==> src/rtl/dbus_sram_bridge.sv <==
// rtl/dbus_sram_bridge.sv - MM-stage dbus to SRAM-like req/addr_ok/data_ok bridge
// Optional posted write buffer enabled by defining DBUS_WRITE_BUFFER_EN.
module dbus_sram_bridge #(
  parameter int MAP_KSEG = 1,
  parameter int ADDR_W   = 32
) (
  input  logic              clk,
  input  logic              rst,
  input  logic              dbus_en,
  input  logic [3:0]        dbus_we,
  input  logic [ADDR_W-1:0] dbus_addr,
  input  logic [31:0]       dbus_data,
  output logic [31:0]       dbus_rdata,
  output logic              dbus_stall,
  output logic              sram_req,
  output logic              sram_wr,
  output logic [3:0]        sram_wstrb,
  output logic [ADDR_W-1:0] sram_addr,
  output logic [31:0]       sram_wdata,
  input  logic              sram_addr_ok,
  input  logic              sram_data_ok,
  input  logic [31:0]       sram_rdata
);

  localparam logic [1:0] S_IDLE = 2'd0;
  localparam logic [1:0] S_REQ  = 2'd1;
  localparam logic [1:0] S_WAIT = 2'd2;
  localparam logic [1:0] S_DONE = 2'd3;

`ifdef DBUS_WRITE_BUFFER_EN
  localparam logic WBUF = 1'b1;
`else
  localparam logic WBUF = 1'b0;
`endif

  logic [1:0]        state_q, state_d;
  logic              wr_q, wr_d;
  logic [3:0]        wstrb_q, wstrb_d;
  logic [ADDR_W-1:0] addr_q, addr_d;
  logic [31:0]       wdata_q, wdata_d;
  logic [31:0]       rdata_q, rdata_d;
  logic              posted_q, posted_d;
  logic              fin;

  // kseg0/kseg1 are unmapped windows onto the low 512 MB of physical memory.
  function automatic logic [ADDR_W-1:0] map_addr(input logic [ADDR_W-1:0] a);
    if (MAP_KSEG != 0 && a[ADDR_W-1:ADDR_W-2] == 2'b10)
      return {3'b000, a[ADDR_W-4:0]};
    return a;
  endfunction

  always_comb begin
    state_d  = state_q;
    wr_d     = wr_q;
    wstrb_d  = wstrb_q;
    addr_d   = addr_q;
    wdata_d  = wdata_q;
    rdata_d  = rdata_q;
    posted_d = posted_q;
    fin      = 1'b0;
    case (state_q)
      S_IDLE: begin
        if (dbus_en) begin
          wr_d     = |dbus_we;
          wstrb_d  = dbus_we;
          addr_d   = map_addr(dbus_addr);
          wdata_d  = dbus_data;
          posted_d = WBUF & (|dbus_we);
          state_d  = S_REQ;
        end
      end
      S_REQ: begin
        if (sram_addr_ok) begin
          if (sram_data_ok) fin = 1'b1;
          else              state_d = S_WAIT;
        end
      end
      S_WAIT: begin
        if (sram_data_ok) fin = 1'b1;
      end
      default: state_d = S_IDLE;
    endcase
    if (fin) begin
      // A posted write has no pipeline instruction waiting on it, so skip DONE.
      state_d = posted_q ? S_IDLE : S_DONE;
      if (!wr_q) rdata_d = sram_rdata;
    end
  end

  always_ff @(posedge clk) begin
    if (rst) begin
      state_q  <= S_IDLE;
      wr_q     <= 1'b0;
      wstrb_q  <= 4'b0;
      addr_q   <= '0;
      wdata_q  <= 32'b0;
      rdata_q  <= 32'b0;
      posted_q <= 1'b0;
    end else begin
      state_q  <= state_d;
      wr_q     <= wr_d;
      wstrb_q  <= wstrb_d;
      addr_q   <= addr_d;
      wdata_q  <= wdata_d;
      rdata_q  <= rdata_d;
      posted_q <= posted_d;
    end
  end

  always_comb begin
    dbus_stall = 1'b0;
    case (state_q)
      S_IDLE:         dbus_stall = dbus_en & ~(WBUF & (|dbus_we));
      S_REQ, S_WAIT:  dbus_stall = posted_q ? dbus_en : 1'b1;
      default:        dbus_stall = 1'b0;
    endcase
  end

  assign sram_req   = (state_q == S_REQ);
  assign sram_wr    = wr_q;
  assign sram_wstrb = wstrb_q;
  assign sram_addr  = addr_q;
  assign sram_wdata = wdata_q;
  assign dbus_rdata = rdata_q;

endmodule

==> config.mk <==
export PLATFORM = sky130hd
export DESIGN_NAME = dbus_sram_bridge
export DESIGN_NICKNAME = d
export VERILOG_FILES = /design/src/rtl/dbus_sram_bridge.sv
export SDC_FILE = /design/constraint.sdc
export NUM_CORES = 1
export LEC_CHECK = 0
export ABC_AREA = 0
export ABC_CLOCK_PERIOD_IN_PS = 1900
export CAP_MARGIN = 0
export CELL_PAD_IN_SITES_DETAIL_PLACEMENT = 0
export CELL_PAD_IN_SITES_GLOBAL_PLACEMENT = 1
export CORE_MARGIN = 2
export CORE_UTILIZATION = 24
export DETAILED_ROUTE_END_ITERATION = 12
export GPL_TIMING_DRIVEN = 1
export PLACE_DENSITY_LB_ADDON = 0.1
export SKIP_CTS_REPAIR_TIMING = 1
export SLEW_MARGIN = 25
export SYNTH_ARGS = -nofsm -noshare
export SYNTH_HDL_FRONTEND = slang
export SYNTH_SLANG_ARGS = --single-unit
==> constraint.sdc <==
create_clock -name clk -period 1.9 [get_ports clk]
set_clock_uncertainty 0.2 [all_clocks]
set_input_delay 0.19 -clock clk [delete_from_list [all_inputs] [get_ports clk]]
set_output_delay 0.19 -clock clk [all_outputs]
set_load 0.1 [all_outputs]
==> results.sh <==
export IMPL_status="completed"
export IMPL_antenna_found_initial=0
export IMPL_worstSetupPathType="reg -> out"
export IMPL_pwr_share_seq=0.284
export IMPL_slew_headroom=0.740
export IMPL_synth_ff_type="dfxtp_1"
export IMPL_drt_iter0_drc=111
export IMPL_synthCells=464
export IMPL_whs_ns=0.0433
export IMPL_p_leak_nw=2.49
export IMPL_cts_sinks=103
export IMPL_netSwitchingFraction=0.486
export IMPL_cp_common_cell="nor2_4"
export IMPL_port_buffers=207
export IMPL_syn_area_per_cell_um2=8.10
export IMPL_synth_fp_nets=574
export IMPL_cp_start_kind="register"
export IMPL_drive_gt1_frac=0.236
export IMPL_internal_power_mw=4.89
export IMPL_synth_top_area_share=0.548
export IMPL_ys_types=23
export IMPL_fin_crit_sh=0.962
export IMPL_grt_pass1_vias=3508
export IMPL_drt_pass1_iterations=5
export IMPL_cp_end_kind="primary output"
export IMPL_crit_fanout=4
export IMPL_cp_arrival_ns=1.44
export IMPL_start_util=0.246
export IMPL_min_path_type="in -> reg"
export IMPL_viasPerCell=4.25
export IMPL_worst_slack_ns=0.0716
export IMPL_clock_path_buffers=2
export IMPL_clockPowerShare=0.199
export IMPL_synth_seq_area_share=0.548
export IMPL_io_pins=208
export IMPL_root_buffer="clkbuf_16"
export IMPL_track_usage=0.137
export IMPL_path_clk_slew_ns=0.07
export IMPL_crit_slowest_cell="dfxtp_4"
export IMPL_grt_max_degree=70
export IMPL_core_mm2=0.0153
export IMPL_switchingPower_mw=4.62
export IMPL_max_clock_freq_ghz=0.547
export IMPL_yosysTopAreaCell="dfxtp_1"
export IMPL_ys_warn_count=0
export IMPL_synth_area_leaders="dfxtp_1, nand2_1, a21oi_1"
export IMPL_dieArea_mm2=0.0167
export IMPL_gp_congestion=0.700
export IMPL_setup_viol_count_final=0
export IMPL_areaGrowthSynthToFinish_pct=67.7
export IMPL_gr_total_overflow=0
export IMPL_cts_tree="built"
export IMPL_die_y_um=129
export IMPL_synth_edf_count=0
export IMPL_n_antenna_cell=0
export IMPL_fp_dieW_um=129
export IMPL_synth_seq_cells=103
export IMPL_clk_latency_ns=0.35
export IMPL_synthTopCellsByCount="nand2_1, dfxtp_1, a21oi_1, a21oi_2, buf_2"
export IMPL_powerDensity_mw_per_mm2=1510
export IMPL_htreeDepth=3
export IMPL_vias=3716
export IMPL_synth_async_reset_ratio=0
export IMPL_tightest_slew_ns=0.391
export IMPL_wire_per_inst_um=13.4
export IMPL_grt_pass1_wl_mm=18.0
export IMPL_slowest_delay_ns=0.36
export IMPL_drv_cap=0
export IMPL_power_mw=9.51
export IMPL_power_frac_comb=0.517
export IMPL_cpLargestDelayFamily="flip-flops"
export IMPL_hold_viol=0
export IMPL_cp_required_ns=1.51
export IMPL_cp_num_buf_inv=2
export IMPL_nets=769
export IMPL_vdd_ir_drop_max_v=0.000466
export IMPL_synth_area_mm2=0.00376
export IMPL_hpwlAfterDp_mm=8.16
export IMPL_final_max_slew_violation_count=0
export IMPL_rsz0062_at_grt="no"
export IMPL_antenna_left=0
export IMPL_drc=0
export IMPL_dp_slack_ns=0.0903
export IMPL_numCtsBuffers=9
export IMPL_rows=45
export IMPL_synth_most_common_cell="nand2_1"
export IMPL_period_needed_ns=1.83
export IMPL_rrSetupSlack_ns=0.16
export IMPL_routed_wl_mm=11.8
export IMPL_crit_chain="inv_4 -> ha_4 -> and2_4 -> nor2_4 -> nor2_4 -> buf_12"
## worst reg2reg max path, cell delays in order, from the launching register on
cell     delay (ns)
dfxtp_4        0.36
buf_4          0.14
ha_4           0.17
a21o_1         0.19
and4b_1        0.23
buf_12         0.17
nand2_1        0.11
a21oi_2        0.05
## final timing paths
path                                                 start                          end  depth (start not counted)
worst min register to register  sram_addr[29]$_SDFFE_PP0P_   sram_addr[29]$_SDFFE_PP0P_                          2
worst max-delay path               state_q[0]$_SDFFE_PP0P_                   dbus_stall                          6
worst max register to register     state_q[0]$_SDFFE_PP0P_  dbus_rdata[13]$_SDFFE_PP0P_                          7
worst min-delay path                                   rst  dbus_rdata[11]$_SDFFE_PP0P_                          2
## sequential cells by signal, summed over array words and instances (netlist names)
signal,flops
state_q,2
dbus_rdata,32
sram_addr,32
sram_wstrb,4
sram_wdata,32
sram_wr,1
## layer usage
layer / vias up / share of wire / track usage
met5: - / 0 / 0
met1: 1680 / 0.43 / 0.172
met3: 13 / 0.097 / 0.0450
li1: 1885 / - / -
met2: 138 / 0.45 / 0.219
met4: 0 / 0.017 / 0.0575
## power by group through the flow
stage / Sequential (mW) / Combinational [mW] / Clock (mW)
global placement: 2.73 / 4.87 / 0
CTS: 2.70 / 4.89 / 1.98
detailed placement: 2.75 / 4.89 / 0
global route: 2.75 / 5.17 / 2.06
finish: 2.70 / 4.91 / 1.89
floorplan: 4.95 / 1.36 / 0
## cell families after synthesis
group                    count (synthesis)  synth area share
AO/OA/AOI/OAI                          109             0.168
adder cells (fa/ha/maj)                  5            0.0166
buffers and inverters                   36            0.0486
flip-flops                             103             0.548
multiplexers                             1           0.00266
AND/OR/NAND/NOR                        210             0.216
## cell usage in the layout (no fill, tap or decap), types with 2 or more instances in the layout
cell type	Yosys	routed
dfxtp_1	103	100
nand3_1	3	3
ha_4	0	2
a21oi_2	16	16
inv_4	0	2
nand2_1	200	199
inv_6	0	2
a21oi_1	87	87
buf_4	0	97
dfxtp_2	0	2
nor2_4	0	2
clkbuf_16	0	9
ha_1	5	3
clkdlybuf4s50_1	0	103
buf_12	0	17
nand2b_1	2	2
## stage by stage
| step | cell area (um^2) | util | TNS [ns] | cells |
|---|---|---|---|---|
| floorplan | 3800 | - | -0.00436 | 464 |
| global placement | 5970 | 0.392 | 0 | 857 |
| detailed placement | 5970 | 0.392 | 0 | 857 |
| CTS | 6270 | 0.411 | -0.225 | 873 |
| global route | 6310 | 0.413 | 0 | 875 |
| finish | 6310 | 0.413 | 0 | 875 |
## final cells by class
type                    count  area (um^2)
fillers                  1571         8950
clock buffers              10          229
flip-flops and latches    103         2070
inverters                   3         16.3
clock inverters             6         68.8
well taps                 211          264
repair buffers            217         2100
multi-input cells         325         1560
No activity file was read; power rests on OpenSTA's default activity.
